<file path="src/rtl/philv_trace_tx.sv">
// Per-cycle trace capture for the Philosophy V core: snapshots are queued as
// 14-byte records and streamed out one byte per accepted handshake.
module philv_trace_tx #(
   parameter int unsigned DEPTH = 4
) (
   input  logic        clk,
   input  logic        rstb,
   input  logic        trace_en,
   input  logic [3:0]  core_state,
   input  logic [31:0] core_pc,
   input  logic [31:0] core_instr,
   input  logic [31:0] core_wb,
   output logic [7:0]  tx_data,
   output logic        tx_valid,
   input  logic        tx_ready,
   output logic        tx_last,
   output logic [7:0]  drop_cnt,
   output logic        fifo_full
);

   localparam int unsigned AW = $clog2(DEPTH);
   localparam logic [AW:0] PtrOne = {{AW{1'b0}}, 1'b1};

   // Stored record omits the constant sync byte: {byte1, pc, instr, wb}.
   typedef logic [103:0] rec_t;

   rec_t        mem_q [DEPTH];
   rec_t        head;
   logic [AW:0] wr_ptr_q, wr_ptr_d, rd_ptr_q, rd_ptr_d;
   logic [3:0]  idx_q, idx_d;
   logic        ovf_q, ovf_d;
   logic [7:0]  drop_q, drop_d;
   logic        empty, full, accept, pop, push, drop;

   always_comb begin
      empty  = (wr_ptr_q == rd_ptr_q);
      full   = (wr_ptr_q[AW] != rd_ptr_q[AW]) && (wr_ptr_q[AW-1:0] == rd_ptr_q[AW-1:0]);
      accept = !empty && tx_ready;
      pop    = accept && (idx_q == 4'd13);
      // A pop on this edge frees a slot, so a capture while full still fits.
      push   = trace_en && (!full || pop);
      drop   = trace_en && full && !pop;

      wr_ptr_d = wr_ptr_q;
      rd_ptr_d = rd_ptr_q;
      idx_d    = idx_q;
      ovf_d    = ovf_q;
      drop_d   = drop_q;

      if (accept) begin
         idx_d = pop ? 4'd0 : idx_q + 4'd1;
      end
      if (pop) begin
         rd_ptr_d = rd_ptr_q + PtrOne;
      end
      if (push) begin
         wr_ptr_d = wr_ptr_q + PtrOne;
         ovf_d    = 1'b0;
      end
      if (drop) begin
         ovf_d = 1'b1;
         if (drop_q != 8'hFF) begin
            drop_d = drop_q + 8'd1;
         end
      end
   end

   always_ff @(posedge clk) begin
      if (!rstb) begin
         wr_ptr_q <= '0;
         rd_ptr_q <= '0;
         idx_q    <= 4'd0;
         ovf_q    <= 1'b0;
         drop_q   <= 8'd0;
      end else begin
         wr_ptr_q <= wr_ptr_d;
         rd_ptr_q <= rd_ptr_d;
         idx_q    <= idx_d;
         ovf_q    <= ovf_d;
         drop_q   <= drop_d;
      end
   end

   always_ff @(posedge clk) begin
      if (rstb && push) begin
         mem_q[wr_ptr_q[AW-1:0]] <= {ovf_q, 3'b000, core_state, core_pc, core_instr, core_wb};
      end
   end

   always_comb begin
      head     = mem_q[rd_ptr_q[AW-1:0]];
      tx_valid = !empty;
      tx_last  = !empty && (idx_q == 4'd13);
      tx_data  = 8'h00;
      if (!empty) begin
         case (idx_q)
            4'd0:    tx_data = 8'hA5;
            4'd1:    tx_data = head[103:96];
            4'd2:    tx_data = head[95:88];
            4'd3:    tx_data = head[87:80];
            4'd4:    tx_data = head[79:72];
            4'd5:    tx_data = head[71:64];
            4'd6:    tx_data = head[63:56];
            4'd7:    tx_data = head[55:48];
            4'd8:    tx_data = head[47:40];
            4'd9:    tx_data = head[39:32];
            4'd10:   tx_data = head[31:24];
            4'd11:   tx_data = head[23:16];
            4'd12:   tx_data = head[15:8];
            4'd13:   tx_data = head[7:0];
            default: tx_data = 8'h00;
         endcase
      end
      drop_cnt  = drop_q;
      fifo_full = full;
   end

endmodule

</file>
<file path="config.mk">
export PLATFORM = sky130hd
export DESIGN_NAME = philv_trace_tx
export DESIGN_NICKNAME = d
export VERILOG_FILES = /design/src/rtl/philv_trace_tx.sv
export SDC_FILE = /design/constraint.sdc
export NUM_CORES = 1
export LEC_CHECK = 0
export ABC_AREA = 1
export CORE_MARGIN = 2
export CORE_UTILIZATION = 40
export DETAILED_ROUTE_END_ITERATION = 8
export GPL_TIMING_DRIVEN = 0
export PLACE_DENSITY = 0.55
export SYNTH_ARGS = -nofsm -noshare
export SYNTH_HDL_FRONTEND = slang
export SYNTH_SLANG_ARGS = --single-unit
</file>
<file path="constraint.sdc">
create_clock -name clk -period 11.7 [get_ports clk]
set_input_delay 2.34 -clock clk [delete_from_list [all_inputs] [get_ports clk]]
set_output_delay 2.34 -clock clk [all_outputs]
set_load 0.02 [all_outputs]
</file>
# [Word level (Yosys, flattened, before mapping)]
# Memory sizes are Yosys's and may differ from the RTL's. A register that Yosys moved wholly into a read port is not among the register bits.
# Index checks and enable logic that the tools add are counted.
[word_totals] regBits=19 mem_bits_rw=404 input_bits=104 elab_cells=51 memories=1
[memory_table] name="mem_q" words=4 width=101 read_ports=1 rd_clocked_by_memory_dff=1 write_ports=1 line_no="27" source="rec_t mem_q [DEPTH];"
[classes] add_sub_neg=4 eq_ne=17 n_mux=9 reduce_logical=15
[ops] operator="8-bit one-hot mux with 14 select lines" n=1
[ops] operator="4-bit == test (second input constant)" n=6
[ops] operator="4-bit by 3-bit == test with 1-bit output (second input constant)" n=4
[ops] operator="8-bit by 1-bit adder with 8-bit output (second input constant)" n=1
[ops] operator="4-bit by 2-bit == test with 1-bit output (second input constant)" n=2
[ops] operator="1-bit logical AND" n=8
[ops] operator="8-bit 2-to-1 mux" n=1
[ops] operator="8-bit inequality test (second input constant)" n=1
[ops] operator="3-bit by 1-bit adder with 3-bit output (second input constant)" n=2
[ops] operator="4-bit by 1-bit adder with 4-bit output (second input constant)" n=1
[ops] operator="4-bit by 1-bit == test with 1-bit output (second input constant)" n=1
[ops] operator="4-bit zero test" n=1
[ops] operator="1-bit 2-to-1 mux" n=4
[ops] operator="2-bit 2-to-1 mux" n=2
[ops] operator="4-bit 2-to-1 mux" n=1
[ops] operator="3-bit == test" n=1
[ops] operator="1-bit zero test" n=3
[ops] operator="2-bit == test" n=1
[ops] operator="2-bit AND reduction" n=1
[ops] operator="2-bit nonzero test" n=1
[ops] operator="1-bit logical OR" n=1
[ops] operator="1-bit inequality test" n=1

# [Depth between registers and ports, before layout]
# Gate-level depths: netlist of the first run.
[depth] word_depth=9 depth_mapped=14

# [Worst setup path after synthesis of the first run]
# OpenSTA, ideal clock, no wires.
[synth_timing] path_kind="input -> register" startpoint="input tx_ready" endpoint="memory mem_q[0][0] (netlist bit) (enable)" setup_ns=0.562 t_arrival_ns=7.074 t_required_ns=11.138 path_slack_ns=4.064 path_stages=4 path_cell_list="inv_1 > o211ai_1 > nand3_1 > nor2_1"
[synth_between] elab_chain_len=7
[synth_lines] item="start: declaration" line_no="15" source="input logic tx_ready,"
[synth_lines] item="1-bit logical AND" line_no="38" source="accept = !empty && tx_ready;"
[synth_lines] item="1-bit logical AND" line_no="39" source="pop = accept && (idx_q == 4'd13);"
[synth_lines] item="1-bit logical OR" line_no="41" source="push = trace_en && (!full || pop);"
[synth_lines] item="1-bit logical AND" line_no="41"
[synth_lines] item="1-bit logical AND" line_no="85" source="if (rstb && push) begin"
[synth_lines] item="1-bit 2-to-1 mux" line_no="85"
[synth_lines] item="1-bit 2-to-1 mux (not written as such)" line_no="86" source="mem_q[wr_ptr_q[AW-1:0]] <= {ovf_q, 3'b000, core_state, core_pc, core_instr, core_wb};"
[synth_lines] item="end: declaration" line_no="27"
# Every way passes these cells.

# [Worst setup path in the final report of the first run]
[layout_timing] startpoint="register idx_q[0]" endpoint="output tx_data[0]"
[layout_between] elab_chain_len=3
[layout_lines] item="start: declaration" line_no="30" source="logic [3:0] idx_q, idx_d;"
[layout_lines] item="start signal: assignment" line_no="78" source="idx_q <= idx_d;"
[layout_lines] item="4-bit == test, or another cell as far along" line_no="96" source="case (idx_q)"
[layout_lines] item="8-bit one-hot mux with 14 select lines (*)" line_no="96"
[layout_lines] item="8-bit 2-to-1 mux (*)" line_no="95" source="if (!empty) begin"
[layout_lines] item="end: declaration" line_no="13" source="output logic [7:0] tx_data,"
# Every way passes the cells marked *; elsewhere a longest branch is shown, timed or not.

==> flow_summary.json, run 1 <==
{
  "outcome": "completed",
  "synth.distinct_cells": 29,
  "layout_common_cells": "731 x nand2_1, 404 x edfxtp_1, 298 x inv_1",
  "clk_pin_slew_ns": 0.06,
  "grt_max_degree": 27,
  "synth-edff-count": 404,
  "die_y_um": 219,
  "met1_length_mm": 22.5,
  "pin_count": 123,
  "r2r_start": "idx_q[1]",
  "setup_ws_ns": 5.54,
  "clock_sinks": 425,
  "drt-total-wl_mm": 51.8,
  "avgSynthCellArea_sq_um": 9.92,
  "fill_cells": 4113,
  "path_class": "reg2out",
  "coreArea_sq_um": 45600,
  "grt_pass1_vias": 12420,
  "dpl.hpwl_mm": 35.5,
  "post_cts_buffers": 0,
  "clkLatencyLatePin_ns": 0.57,
  "wl_met3_mm": 3.85,
  "synth_ff_type": "edfxtp_1",
  "layout_commonest_cell": "nand2_1",
  "clockBufferDepth": 3,
  "path_common_cell": "nor2_1",
  "cts_hold_buf": 0,
  "via_count": 12992,
  "switchingPower_uw": 699,
  "grt_pass1_wl_mm": 76.6,
  "area_delta_synth_final_pct": 20.8,
  "place_congestion": 0.803,
  "cp-startpoint": "idx_q[0]",
  "dr_wl_met2_mm": 24.0,
  "track_usage": 0.219,
  "wl_per_cell_um": 19.2,
  "die_area_sq_um": 48100,
  "crit_required_ns": 9.36,
  "yosysWarningCount": 0,
  "postSynth.asyncResetShare": 0,
  "detail_route.vias_per_cell": 4.82,
  "layout-drive-gt1-share": 0.0706,
  "drc": 0,
  "portBuffers": 122,
  "first_pass_iters": 6,
  "end_kind": "output port",
  "crit_chain": "inv_1, ha_1, inv_1, nor2_1, nand3_1, nand2_1, nor2_1, nand2_1, nor2_1, nor2_1, clkdlybuf4s50_1",
  "fmax_mhz": 162,
  "ir_drop_uv": 91.2,
  "numCtsBuffers": 48,
  "slew_viol_final": 0,
  "cpMaxStageDelayCell": "nor2_1",
  "power_frac_comb": 0.048,
  "gr-total-overflow": 0,
  "cp.arrival_ns": 3.82,
  "clockRootBuffer": "clkbuf_16",
  "syn_area_sq_um": 18500,
  "swShare": 0.210,
  "yosysSeqAreaShare": 0.677,
  "fin_crit_sh": 0.527,
  "p_int_mw": 2.63,
  "start_util": 0.407,
  "htree_levels": 2,
  "rows": 78,
  "nNetsFinal": 2173,
  "power_per_cell_area_nw_per_um2": 149,
  "synth_nets": 1985,
  "drtIter0Drc": 1328,
  "ys_seq_elements": 425,
  "critical-path-max-stage-delay_ns": 0.89,
  "worstMarginPinSlew_ns": 1.23,
  "antenna_found_initial": 1,
  "endpoint": "tx_data[0]",
  "rsz0062_at_grt": "no",
  "max_slew_margin": 0.173,
  "p_leak_nw": 9.60,
  "timing.final.setup_violations": 0,
  "seqPwrFrac": 0.514,
  "maxCapViolCount": 0,
  "worst-path-max-fanout": 8,
  "r2r.worst_path.cells": 9,
  "worstHoldPathType": "reg2reg",
  "hold_viol": 0,
  "finClkSkew_ns": 0.0226,
  "p_total_mw": 3.33,
  "ant_nets": 0,
  "whs_path_depth": 0,
  "period_minus_slack_ns": 6.16,
  "pre_cts_ws_ns": 6.18,
  "p_clk_frac": 0.438,
  "tns_ns": 0,
  "synth_cells": 1870,
  "hold_slack_ns": 0.521,
  "die-width_um": 219,
  "routed.top_layer": "met4",
  "ctsResizeCount": 0,
  "cts_tree": "yes",
  "worstSetupStartpointType": "flip-flop",
  "r2r_slack_ns": 8.51,
  "regToRegEndpoint": "mem_q[1][51]"
}
## critical path, delay by kind of cell, from the launching register on
| kind | cells | cell delay [ns] |
|---|---|---|
| AND/OR/NAND/NOR | 7 | 1.82 |
| buffers and inverters | 3 | 0.90 |
| flip-flops | 1 | 0.35 |
| adder cells (fa/ha/maj) | 1 | 0.17 |
## through the flow
stage	util	cell area (sq um)	instances
6_report	0.491	22400	2696
5_1_grt	0.491	22400	2695
4_1_cts	0.491	22400	2695
3_5_place_dp	0.458	20900	2608
3_3_place_gp	0.450	20500	2592
2_1_floorplan	-	18500	1870
## registers in the layout, indices dropped and copies added, names as in the netlist, named ones only
register,cells
idx_q,4
drop_cnt,8
rd_ptr_q,3
wr_ptr_q,3
ovf_q,1
mem_q,404
## power groups by stage
stage	logic [mW]	registers (mW)	clock network (mW)
floorplan	0.0616	1.75	0
global placement	0.149	1.75	0
detailed placement	0.160	1.74	0
CTS	0.161	1.71	1.48
global route	0.175	1.71	1.55
finish	0.160	1.71	1.46
## cells by family after synthesis
family / after synthesis / synth area share
XOR/XNOR: 13 / 0.00614
AND/OR/NAND/NOR: 1012 / 0.219
flip-flops: 425 / 0.677
adder cells (fa/ha/maj): 11 / 0.00742
buffers and inverters: 369 / 0.0795
AO/OA/AOI/OAI: 40 / 0.0112
## synth_stat cells (4+ instances only)
| cell | count | area (sq um) |
|---|---|---|
| nand2_1 | 731 | 2740 |
| edfxtp_1 | 404 | 12100 |
| inv_1 | 298 | 1120 |
| nand3_1 | 154 | 771 |
| nor2_1 | 108 | 405 |
| buf_2 | 42 | 210 |
| o21ai_0 | 27 | 135 |
| dfxtp_1 | 21 | 420 |
| clkbuf_1 | 18 | 67.6 |
| ha_1 | 11 | 138 |
| xor2_1 | 10 | 87.6 |
| a21oi_1 | 9 | 45.0 |
| nand4_1 | 7 | 43.8 |
| buf_4 | 5 | 37.5 |
| nand3_2 | 4 | 40.0 |
## worst min-delay path by stage
| stage | end | from | slack [ns] |
|---|---|---|---|
| floorplan | mem_q[0][100] | ovf_q | 0.46 |
| global placement | mem_q[0][100] | ovf_q | 0.49 |
| detailed placement | mem_q[0][100] | ovf_q | 0.51 |
| CTS | mem_q[0][100] | ovf_q | 0.52 |
| global route | mem_q[0][100] | ovf_q | 0.55 |
| finish | mem_q[0][100] | ovf_q | 0.52 |
## cell type report
class	count	area, sq um	share of cell area
Clock inverter	26	225	0.0101
Timing Repair Buffer	138	1550	0.0692
Antenna cell	1	2.50	0.000112
Inverter	300	1130	0.0503
Buffer	69	348	0.0155
Clock buffer	61	1290	0.0577
Tap cell	600	751	0.0335
Multi-Input combinational cell	1076	4550	0.203
Sequential cell	425	12600	0.560
## per-layer routing
metal / track usage / vias up
met1: 0.301 / 6147
met4: 0.0750 / 0
met5: 0 / -
met2: 0.351 / 444
met3: 0.0358 / 84
li1: - / 6317
No activity file was read; power rests on OpenSTA's default activity.
==> run 2: changes to the inputs <==
==> constraint.sdc (replaced) <==
create_clock -name clk -period 6 [get_ports clk]
set_input_delay 1.2 -clock clk [delete_from_list [all_inputs] [get_ports clk]]
set_output_delay 1.2 -clock clk [all_outputs]
set_load 0.02 [all_outputs]
==> results of run 2 <==
Same layout as run 1 (identical final DEF). Status: completed.
Main changes from that run: setup slack after placement 6.18 ns -> 1.62 ns; setup slack after layout 5.54 ns -> 0.978 ns; register-to-register setup slack 8.51 ns -> 2.81 ns; total power 3.33 mW -> 6.49 mW; worst IR drop on VDD 91.2 uV -> 178 uV
